--- src/rtl/immgen_pipe.sv ---
// RISC-V immediate generator (I/S/B/U/J/shamt) behind a one-deep registered
// valid/ready output stage, with a saturating count of non-immediate opcodes.
module immgen_pipe #(
    parameter int XLEN  = 32,
    parameter int CNT_W = 8
) (
    input  logic             clock,
    input  logic             reset,
    input  logic             in_valid,
    output logic             in_ready,
    input  logic [31:0]      instrucao,
    output logic             out_valid,
    input  logic             out_ready,
    output logic [XLEN-1:0]  imediatoGerado,
    output logic [2:0]       fmt,
    output logic             illegal,
    output logic [CNT_W-1:0] ill_cnt,
    input  logic             cnt_clear
);

    typedef enum logic [2:0] {
        F_NONE = 3'd0,
        F_I    = 3'd1,
        F_S    = 3'd2,
        F_B    = 3'd3,
        F_U    = 3'd4,
        F_J    = 3'd5,
        F_SH   = 3'd6
    } fmt_t;

    localparam logic [6:0] OP_LOAD   = 7'b0000011;
    localparam logic [6:0] OP_IMM    = 7'b0010011;
    localparam logic [6:0] OP_JALR   = 7'b1100111;
    localparam logic [6:0] OP_FENCE  = 7'b0001111;
    localparam logic [6:0] OP_STORE  = 7'b0100011;
    localparam logic [6:0] OP_BRANCH = 7'b1100011;
    localparam logic [6:0] OP_LUI    = 7'b0110111;
    localparam logic [6:0] OP_AUIPC  = 7'b0010111;
    localparam logic [6:0] OP_JAL    = 7'b1101111;

    // Signed size cast replicates bit 31 up to XLEN.
    function automatic logic signed [XLEN-1:0] sext32(input logic signed [31:0] v);
        return XLEN'(v);
    endfunction

    function automatic logic [CNT_W-1:0] sat_inc(input logic [CNT_W-1:0] c);
        return (&c) ? c : c + CNT_W'(1);
    endfunction

    logic [6:0]              op_p0;
    logic [2:0]              f3_p0;
    logic [5:0]              shamt_p0;
    logic signed [XLEN-1:0]  imm_p0;
    fmt_t                    fmt_p0;
    logic                    ill_p0;
    logic                    accept_p0;

    logic                    vld_p1;
    logic signed [XLEN-1:0]  imm_p1;
    fmt_t                    fmt_p1;
    logic                    ill_p1;
    logic [CNT_W-1:0]        cnt_p1;

    // ---- stage p0: combinational decode ----
    assign op_p0    = instrucao[6:0];
    assign f3_p0    = instrucao[14:12];
    // RV64 shifts use a 6-bit shamt; RV32 ignores instrucao[25].
    assign shamt_p0 = (XLEN == 64) ? instrucao[25:20] : {1'b0, instrucao[24:20]};

    always_comb begin
        imm_p0 = '0;
        fmt_p0 = F_NONE;
        ill_p0 = 1'b0;
        if (op_p0 == OP_IMM && (f3_p0 == 3'b001 || f3_p0 == 3'b101)) begin
            imm_p0 = $signed(XLEN'(shamt_p0));
            fmt_p0 = F_SH;
        end else begin
            case (op_p0)
                OP_LOAD, OP_IMM, OP_JALR, OP_FENCE: begin
                    imm_p0 = sext32({{20{instrucao[31]}}, instrucao[31:20]});
                    fmt_p0 = F_I;
                end
                OP_STORE: begin
                    imm_p0 = sext32({{20{instrucao[31]}}, instrucao[31:25], instrucao[11:7]});
                    fmt_p0 = F_S;
                end
                OP_BRANCH: begin
                    imm_p0 = sext32({{19{instrucao[31]}}, instrucao[31], instrucao[7],
                                     instrucao[30:25], instrucao[11:8], 1'b0});
                    fmt_p0 = F_B;
                end
                OP_LUI, OP_AUIPC: begin
                    imm_p0 = sext32({instrucao[31:12], 12'b0});
                    fmt_p0 = F_U;
                end
                OP_JAL: begin
                    imm_p0 = sext32({{11{instrucao[31]}}, instrucao[31], instrucao[19:12],
                                     instrucao[20], instrucao[30:21], 1'b0});
                    fmt_p0 = F_J;
                end
                default: begin
                    ill_p0 = 1'b1;
                end
            endcase
        end
    end

    assign in_ready  = !vld_p1 || out_ready;
    assign accept_p0 = in_valid && in_ready;

    // ---- stage p1: output register and illegal counter ----
    always_ff @(posedge clock) begin
        if (reset) begin
            vld_p1 <= 1'b0;
            imm_p1 <= '0;
            fmt_p1 <= F_NONE;
            ill_p1 <= 1'b0;
            cnt_p1 <= '0;
        end else begin
            if (accept_p0) begin
                vld_p1 <= 1'b1;
                imm_p1 <= imm_p0;
                fmt_p1 <= fmt_p0;
                ill_p1 <= ill_p0;
            end else if (out_ready) begin
                vld_p1 <= 1'b0;
            end
            if (cnt_clear)
                cnt_p1 <= '0;
            else if (accept_p0 && ill_p0)
                cnt_p1 <= sat_inc(cnt_p1);
        end
    end

    assign out_valid      = vld_p1;
    assign imediatoGerado = imm_p1;
    assign fmt            = fmt_p1;
    assign illegal        = ill_p1;
    assign ill_cnt        = cnt_p1;

endmodule

--- config.mk ---
export PLATFORM = sky130hd
export DESIGN_NAME = immgen_pipe
export DESIGN_NICKNAME = d
export VERILOG_FILES = /design/src/rtl/immgen_pipe.sv
export SDC_FILE = /design/constraint.sdc
export NUM_CORES = 1
export LEC_CHECK = 0
export CAP_MARGIN = 20
export CORE_UTILIZATION = 41
export CTS_CLUSTER_SIZE = 20
export DETAILED_ROUTE_END_ITERATION = 7
export PLACE_DENSITY = 0.88
export SETUP_SLACK_MARGIN = 0.2
export SLEW_MARGIN = 20
export SYNTH_ARGS = -nofsm -noshare
export SYNTH_HDL_FRONTEND = slang
export SYNTH_SLANG_ARGS = --single-unit
--- constraint.sdc ---
create_clock -name clock -period 1.7 [get_ports clock]
set_input_delay 0.34 -clock clock [delete_from_list [all_inputs] [get_ports clock]]
set_output_delay 0.34 -clock clock [all_outputs]
set_load 0.05 [all_outputs]
== After elaboration in Yosys (flattened, before gate mapping) ==
Index checks and enable logic that the tools add are counted.

* Bits in registers: 45
* Output and inout port bits: 46
* Logic and storage cells: 39

* $add $sub $neg: 1
* Equality and inequality tests: 11
* Muxes and demuxes: 8
* Bitwise operators: 1
* Reduce and logical (&&, ||, !) cells: 13

{| class="wikitable"
|+ Operators by type and width
! operator !! count
|-
| 32-bit one-hot mux with 5 select lines || 1
|-
| 32-bit 2-to-1 mux || 1
|-
| 7-bit == test, second input constant || 3
|-
| 3-bit one-hot mux with 5 select lines || 1
|-
| 7-bit by 5-bit == test with 1-bit output, second input constant || 2
|-
| 7-bit by 6-bit == test with 1-bit output, second input constant || 2
|-
| 9-bit OR reduction || 1
|-
| 8-bit by 1-bit adder with 8-bit output, second input constant || 1
|-
| 8-bit AND reduction || 1
|-
| 7-bit by 2-bit == test with 1-bit output, second input constant || 1
|-
| 7-bit by 4-bit == test with 1-bit output, second input constant || 1
|-
| 1-bit 2-to-1 mux || 4
|-
| 2-bit OR reduction || 2
|-
| 4-bit OR reduction || 1
|-
| 3-bit by 1-bit == test with 1-bit output, second input constant || 1
|-
| 3-bit == test, second input constant || 1
|-
| 1-bit logical AND || 3
|-
| 3-bit 2-to-1 mux || 1
|-
| 1-bit logical OR || 2
|-
| 2-bit AND reduction || 1
|-
| 2-bit nonzero test || 1
|-
| 1-bit zero test || 1
|-
| 1-bit NOT || 1
|}

== Logic depth before layout (Yosys ltp) ==
Gate-level depths: netlist of the first run.

* Depth in word-level cells: 6
* Gate-level depth with buffers: 8
* Mapped depth without buffers: 6

== Least setup slack after synthesis of the first run ==
OpenSTA, ideal clock, no wires.

* Kind: register to register
* Start point: register vld_p1, in the netlist out_valid
* End point: register imm_p1[12], in the netlist imediatoGerado[12]
* Library setup time: 0.068 ns
* Arrival: 2.265 ns
* Path slack: -0.634 ns
* Stages on the path, launching flop included: 9
* Path through: dfxtp_1 > nor2b_1 > inv_1 > and2_1 > clkbuf_1 > nor2_1 > clkbuf_1 > nand2_1 > o21ai_2

* Longest elaborated chain between the ends: 3

{| class="wikitable"
|+ RTL lines
! what !! line !! text
|-
| from (decl) || 58 || <nowiki>logic vld_p1;</nowiki>
|-
| from (signal assigned) || 114 || <nowiki>vld_p1 <= 1'b0;</nowiki>
|-
| from (signal assigned) || 121 || <nowiki>vld_p1 <= 1'b1;</nowiki>
|-
| from (signal assigned) || 126 || <nowiki>vld_p1 <= 1'b0;</nowiki>
|-
| 1-bit zero test || 108 || <nowiki>assign in_ready = !vld_p1 || out_ready;</nowiki>
|-
| 1-bit logical OR || 108 ||
|-
| net in_ready || 10 || <nowiki>output logic in_ready,</nowiki>
|-
| 1-bit logical AND || 109 || <nowiki>assign accept_p0 = in_valid && in_ready;</nowiki>
|-
| to (signal assigned) || 122 || <nowiki>imm_p1 <= imm_p0;</nowiki>
|-
| to (decl) || 59 || <nowiki>logic signed [XLEN-1:0] imm_p1;</nowiki>
|}

The timed path passes the listed nets, and every way through them passes these cells.
A chain may end at the register's enable or synchronous reset.

== Worst setup path in the final report of the first run ==
* Start point: input instrucao[5]
* End point: register imm_p1[28], in the netlist imediatoGerado[28]

* Longest elaborated chain between the ends: 4
* Elaborated cells between the ends (all ways): 14
* Classes of those cells: 9 x eq/ne; 2 x mux; 3 x reduce/logical

{| class="wikitable"
|+ RTL lines
! what !! line !! text
|-
| from (decl) || 11 || <nowiki>input logic [31:0] instrucao,</nowiki>
|-
| 7-bit by 5-bit == test with 1-bit output (tied with other cells) || 74, 78 ||
|-
| 4-bit OR reduction or 2-bit OR reduction (tied branches) || 78 || <nowiki>case (op_p0)</nowiki>
|-
| 32-bit one-hot mux with 5 select lines || 78 ||
|-
| 32-bit 2-to-1 mux * || 74 || <nowiki>if (op_p0 == OP_IMM && (f3_p0 == 3'b001 || f3_p0 == 3'b101)) begin</nowiki>
|}

Every way passes the cells marked *; elsewhere a longest branch is shown, timed or not.

==> results of run 1 <==
stage by stage:
| step | cells | utilization, % | area, µm² | setup slack, ns | hold slack, ns |
|---|---|---|---|---|---|
| after global placement | 458 | 63.30 | 3486 | -0.6114 | 0.4394 |
| after global routing | 477 | 70.76 | 3896 | 0.08286 | 0.4561 |
| after floorplan | 277 | - | 2439 | -0.1013 | 0.4594 |
| after CTS | 476 | 69.10 | 3805 | 0.1738 | 0.4663 |
| after detailed placement | 458 | 63.30 | 3486 | -0.6440 | 0.4476 |
| final | 477 | 70.76 | 3896 | 0.1517 | 0.4339 |
flip-flops by register name, indices dropped and copies added (netlist names):
signal and count:
illegal 1, ill_cnt 8, fmt 3, imediatoGerado 32
out_valid 1
routing by layer:
layer	GRT usage [%]	up-vias	part of all wire, %
li1	-	1279	-
met1	28.18	1232	39
met2	45.93	101	52
met3	5.176	13	6.8
met4	9.811	0	1.7
met5	0	-	0
power by group through the flow:
stage / clock [mW] / combinational (mW) / sequential [mW]
2_1_floorplan: 0 / 0.179 / 1.13
3_3_place_gp: 0 / 0.435 / 1.10
3_5_place_dp: 0 / 0.438 / 1.10
4_1_cts: 0.699 / 0.488 / 1.07
5_1_grt: 0.742 / 0.551 / 1.07
6_report: 0.685 / 0.518 / 1.07
synth_stat cells (2+ instances only):
library cell,instances
a21oi_1,32
and4_1,2
a32o_1,3
buf_6,2
nor3b_1,2
or3_1,6
nor2b_1,2
a211oi_1,2
nand2b_1,3
clkbuf_1,13
and3_1,7
dfxtp_1,45
nand2_1,43
inv_1,3
and2_1,2
o21ai_2,20
nand4_1,7
nor2_1,12
buf_2,6
o21a_1,2
a31oi_1,5
nor3_1,6
a22o_1,7
or3b_1,2
nand3_1,10
mux2i_1,8
worst max-delay path, delay by kind of cell:
family	cells	cell delay [ns]
and+or+nand+nor	2	0.50
AOI/OAI and AO/OA	2	0.48
buffers and inverters	2	0.24
muxes	1	0.23
cells by family after synthesis:
group	after synthesis	synth area share, %
compound gates	85	26.57
fa+ha+maj	1	0.5324
buf+inv	25	5.112
flops	45	38.34
mux	8	3.408
simple gates	113	26.04
layout make-up:
cell class / instances / area, µm²
Clock inverter: 3 / 25.02
Clock buffer: 5 / 68.82
Inverter: 3 / 13.76
Sequential cell: 45 / 913.4
Timing Repair Buffer: 139 / 1229
Fill cell: 414 / 1610
Multi-Input combinational cell: 210 / 1556
Tap cell: 72 / 90.09
repair_timing:
item | in CTS | in global routing
pin swaps | 19 | 17
endpoints found under the setup margin | 45 | 42
cloned | 4 | 0
setup buffers | 6 | 1
gates resized for setup | 67 | 18
hold endpoints to repair | 0 | 0
worst paths after layout:
path | startpoint | to | slack (ns) | cells past startpoint
setup / recovery | instrucao[5] | imediatoGerado[28] | 0.15 | 7
hold / removal | in_valid | out_valid | 0.43 | 4
setup reg to reg | out_valid | imediatoGerado[15] | 0.26 | 6
hold reg to reg | imediatoGerado[25] | imediatoGerado[25] | 0.46 | 2
==> impl_metrics.tcl, run 1 <==
set metrics [dict create \
    insertion_delay_ns 0.30 \
    period_needed_ns 1.548 \
    maxCapViolCount 0 \
    comb_power_share_pct 22.8 \
    drive_gt1_share_pct 47.41 \
    design.die.area_mm2 0.006038 \
    clock_skew_ns 0.005245 \
    worstHoldPathType "in -> reg" \
    grtUsageTotal_pct 25.09 \
    period_share_pct 91.08 \
    drtIter0Drc 92 \
    antenna_found_initial 0 \
    synth_area_leaders "dfxtp_1 38%, o21ai_2 7.5%, nand2_1 6.9%, a21oi_1 6.8%, mux2i_1 3.4%" \
    drtPass1Iterations 4 \
    p_leak_nw 1.619 \
    intPower_mw 1.615 \
    via_per_inst 5.503 \
    maxSlewViolCount 0 \
    synth.distinct_cells 51 \
    numClockSinks 45 \
    yosys.area.top_type_share_pct 38.34 \
    path_cells "buf_8, mux2i_4, nor2_2, o32ai_4, buf_4, or3b_4, o21ai_2" \
    cts-root-buf "clkbuf_8" \
    status "finished, final reports clean" \
    final_cell_mix "89 x buf_4, 42 x nand2_1, 37 x dfxtp_1" \
    finalPower_mw 2.274 \
    fin_tns_setup_ns 0 \
    cts_tree "done" \
    dp_hpwl_mm 5.113 \
    vias 2625 \
    ys_seq_area_share_pct 38.34 \
    cp.required_ns 1.95 \
    rows 27 \
    synth_warnings 0 \
    pin_count 83 \
    die_h_um 77.71 \
    power.share.switching_pct 28.97 \
    numCtsBuffers 5 \
    nNetsFinal 442 \
    ys_ff_latch 45 \
    path_class "in -> reg" \
    grt.overflow.total 0 \
    syn_to_final_growth_pct 65.81 \
    clk_pin_slew_ns 0.09 \
    wl_per_cell_um 15.40 \
    arrival_ns 1.79 \
    finalHoldViolations 0 \
    antenna_left 0 \
    clockBufferDepth 2 \
    synth_edf_count 0 \
    irDropWorstVdd_mv 0.4073 \
    drcViolationCount 0 \
    p_switching_uw 658.7 \
    synth_largest_area_cell "dfxtp_1" \
    pwr-share-clk_pct 30.1 \
    grt_max_degree 27 \
    die_w_um 77.71 \
    startpoint_type "input port" \
    place_congestion 0.9336 \
    wl_mm 7.346 \
    synth_fp_nets 315 \
    synthFlopType "dfxtp_1" \
    worst_slew_pin_slew_ns 0.4161 \
    core_mm2 0.005507 \
    syn_inst 277 \
    grt_pass1_wl_mm 11.98 \
    cp_slowest_cell "or3b_4" \
    seq_power_share_pct 47.1 \
    cp-end-kind "register" \
    crit_path_max_incr_delay_ns 0.42 \
    final_common_cell "buf_4" \
    fmax_mhz 645.9 \
    grt_setup_unrepaired "true" \
    synthesis.area_mm2 0.002350 \
    htreeDepth 2 \
    setup_violations 0 \
    grt_pass1_vias 2564 \
    crit_fanout 5 \
    synthArstFlopShare_pct 0 \
    diodes 0 \
    start_util_pct 42.67 \
    holdBufCountCts 0 \
    maxSlewHeadroom_pct 72.00 \
    cellPowerDensity_mw_per_mm2 583.6 \
    portBuffers 82 \
    syn_area_per_cell_um2 8.483 \
]
Note: power is estimated with default switching activity, not from simulation.
==> run 2: changes to the inputs <==
--- a/config.mk
+++ b/config.mk
@@ -5,11 +5,13 @@
 export SDC_FILE = /design/constraint.sdc
 export NUM_CORES = 1
 export LEC_CHECK = 0
+export ABC_AREA = 1
 export CAP_MARGIN = 20
-export CORE_UTILIZATION = 41
+export CORE_UTILIZATION = 42
 export CTS_CLUSTER_SIZE = 20
 export DETAILED_ROUTE_END_ITERATION = 7
-export PLACE_DENSITY = 0.88
+export GPL_TIMING_DRIVEN = 0
+export PLACE_DENSITY = 0.87
 export SETUP_SLACK_MARGIN = 0.2
 export SLEW_MARGIN = 20
 export SYNTH_ARGS = -nofsm -noshare
==> run 2 against run 1 <==
Net effect: clock skew about the same; register-to-register slack improved by 0.04 ns; hold slack improved by 0.025 ns; wire length increased by 15%; clock power increased by 21%; critical path type is now reg -> out.
==> impl_metrics.tcl, run 2 <==
set metrics [dict create \
    dp.cells 557 \
    die_h_um 81.12 \
    status "finished, final reports clean" \
    cp_slowest_cell "dfxtp_1" \
    ys_seq_area_share_pct 34.27 \
    worstHoldPathType "in -> reg" \
    fin_tns_setup_ns 0 \
    synthFlopType "dfxtp_1" \
    synthArstFlopShare_pct 0 \
    place_congestion 0.9600 \
    synth_edf_count 0 \
    seq_power_share_pct 45.5 \
    pwr-share-clk_pct 35.1 \
    irDropWorstVdd_mv 0.2896 \
    numClockSinks 45 \
    crit_path_max_incr_delay_ns 0.44 \
    grt_pass1_wl_mm 13.11 \
    synth_warnings 0 \
    final_common_cell "nand2_1" \
    syn_area_per_cell_um2 6.572 \
    dp_hpwl_mm 5.649 \
    grt_pass1_vias 2891 \
    insertion_delay_ns 0.31 \
    nNetsFinal 549 \
    cts-root-buf "clkbuf_8" \
    power.share.switching_pct 28.80 \
    final_cells 587 \
    final_cell_mix "118 x nand2_1, 64 x nand3_1, 42 x a21oi_1" \
    synth_common_cells "123 x nand2_1, 68 x nand3_1, 45 x dfxtp_1" \
    synthesis.area_mm2 0.002629 \
    yosys.area.top_type_share_pct 34.27 \
    path_delay_family "flip-flops" \
    rows 28 \
    drtIter0Drc 236 \
    period_share_pct 88.06 \
    syn_to_final_growth_pct 46.88 \
    fillers 508 \
    worst_slew_pin_slew_ns 0.4812 \
    finalHoldViolations 0 \
    via_per_inst 5.564 \
    intPower_mw 1.687 \
    numCtsBuffers 5 \
    cts_tree "done" \
    maxSlewHeadroom_pct 68.05 \
    multiInputGateArea_mm2 0.001639 \
    ys_ff_latch 45 \
    crit_fanout 5 \
    clockBufferDepth 2 \
    drtPass1Iterations 8 \
    drcViolationCount 0 \
    cellPowerDensity_mw_per_mm2 613.6 \
    pin_count 83 \
    maxCapViolCount 0 \
    portBuffers 82 \
    path_cells "clkdlybuf4s15_2" \
    seq_area_um2 914.6 \
    whs_ns 0.4591 \
    start_util_pct 43.88 \
    syn_inst 400 \
    grt_setup_unrepaired "true" \
    wl_per_cell_um 14.39 \
    synth_fp_nets 438 \
    core_mm2 0.005991 \
    path_class "reg -> out" \
    antenna_found_initial 0 \
    maxSlewViolCount 0 \
    diodes 0 \
    grt_max_degree 15 \
    grtUsageTotal_pct 25.83 \
    largest_register_ffs 32 \
    clk_pin_slew_ns 0.09 \
    synth_most_common_cell "nand2_1" \
    startpoint_type "register" \
    synth_largest_area_cell "dfxtp_1" \
    design.die.area_mm2 0.006580 \
    comb_power_share_pct 19.4 \
    fmax_mhz 668.0 \
    p_leak_nw 1.791 \
    period_needed_ns 1.497 \
    cp.required_ns 1.36 \
    clock_skew_ns 0.004977 \
    p_switching_uw 682.3 \
    finalCoreUtilization_pct 64.45 \
    die_w_um 81.12 \
    drive_gt1_share_pct 27.93 \
    synth.distinct_cells 28 \
    setup_violations 0 \
    holdBufCountCts 0 \
    cp-end-kind "primary output" \
    arrival_ns 1.16 \
    synth_area_leaders "dfxtp_1 34%, nand2_1 18%, nand3_1 13%, a21oi_1 8.2%, nor2_1 4.9%" \
    antenna_left 0 \
    crit_buf_inv 1 \
    htreeDepth 2 \
    grt.overflow.total 0 \
    wl_mm 8.448 \
    vias 3266 \
]
==> run 2: changes by cell type after synthesis, sizes merged, moves of 7 or more <==
cell,change
nand2,+87
nand3,+61
nor2,+30
o21ai,-20
inv,+16
a21oi,+10
mux2i,-8
nand4,+8
a22o,-7
and3,-7
buf,+7
==> run 2: area by class of cell <==
class | instances | area share (%)
Multi-Input combinational cell | 314 | 42.45
Sequential cell | 45 | 23.69
Timing Repair Buffer | 103 | 22.07
Buffer | 23 | 4.310
Tap cell | 75 | 2.430
Inverter | 19 | 2.171
Clock buffer | 6 | 1.879
Clock inverter | 2 | 1.005
==> run 2: what timing repair did <==
item / in CTS / in global routing
pin swaps: 12 / 10
gates cloned: 3 / 0
setup endpoints to repair: 90 / 74
gates resized for setup: 140 / 69
buffers inserted: 14 / 5
==> run 2: through the flow <==
step | area, µm² | total power, mW | setup slack [ns]
finish | 3861 | 2.369 | 0.2030
global route | 3861 | 2.433 | 0.1664
CTS | 3916 | 2.355 | 0.1496
detailed placement | 3562 | 1.504 | -0.4337
global placement | 3562 | 1.497 | -0.3690
floorplan | 2648 | 1.320 | 0.2020
==> run 2: kinds of logic (layout without fill, tap and decap cells) <==
logic type                 after synthesis  count (layout)  synth area share, %
and+or+nand+nor                        261             262                46.17
AOI/OAI and AO/OA                       47              47                9.424
buffers and inverters                   42             153                8.329
xor gates and xnor gates                 4               4                1.333
DFF                                     45              45                34.27
adders and majority gates                1               1               0.4759
==> run 2: final timing paths <==
path                startpoint           endpoint  slack (ns)  depth (start not counted)
max                 ill_cnt[7]         ill_cnt[7]        0.20                          1
min                  out_ready          out_valid        0.46                          5
max reg2reg         ill_cnt[0]         ill_cnt[2]        0.30                          7
min reg2reg  imediatoGerado[1]  imediatoGerado[1]        0.47                          2
==> run 2: metal layers <==
| metal | vias to the layer above | global-route usage [%] | wire (µm) |
|---|---|---|---|
| met5 | - | 0 | 0 |
| met4 | 0 | 10.54 | 209 |
| met3 | 33 | 5.056 | 739 |
| met2 | 188 | 45.13 | 4190 |
| met1 | 1495 | 30.75 | 3308 |
| li1 | 1550 | - | - |
==> run 2: power groups by stage <==
stage | registers [mW] | clock network (mW) | logic, mW
after floorplan | 1.16 | 0 | 0.159
after global placement | 1.10 | 0 | 0.394
after detailed placement | 1.10 | 0 | 0.400
after CTS | 1.08 | 0.837 | 0.440
after global routing | 1.08 | 0.866 | 0.486
final | 1.08 | 0.832 | 0.459
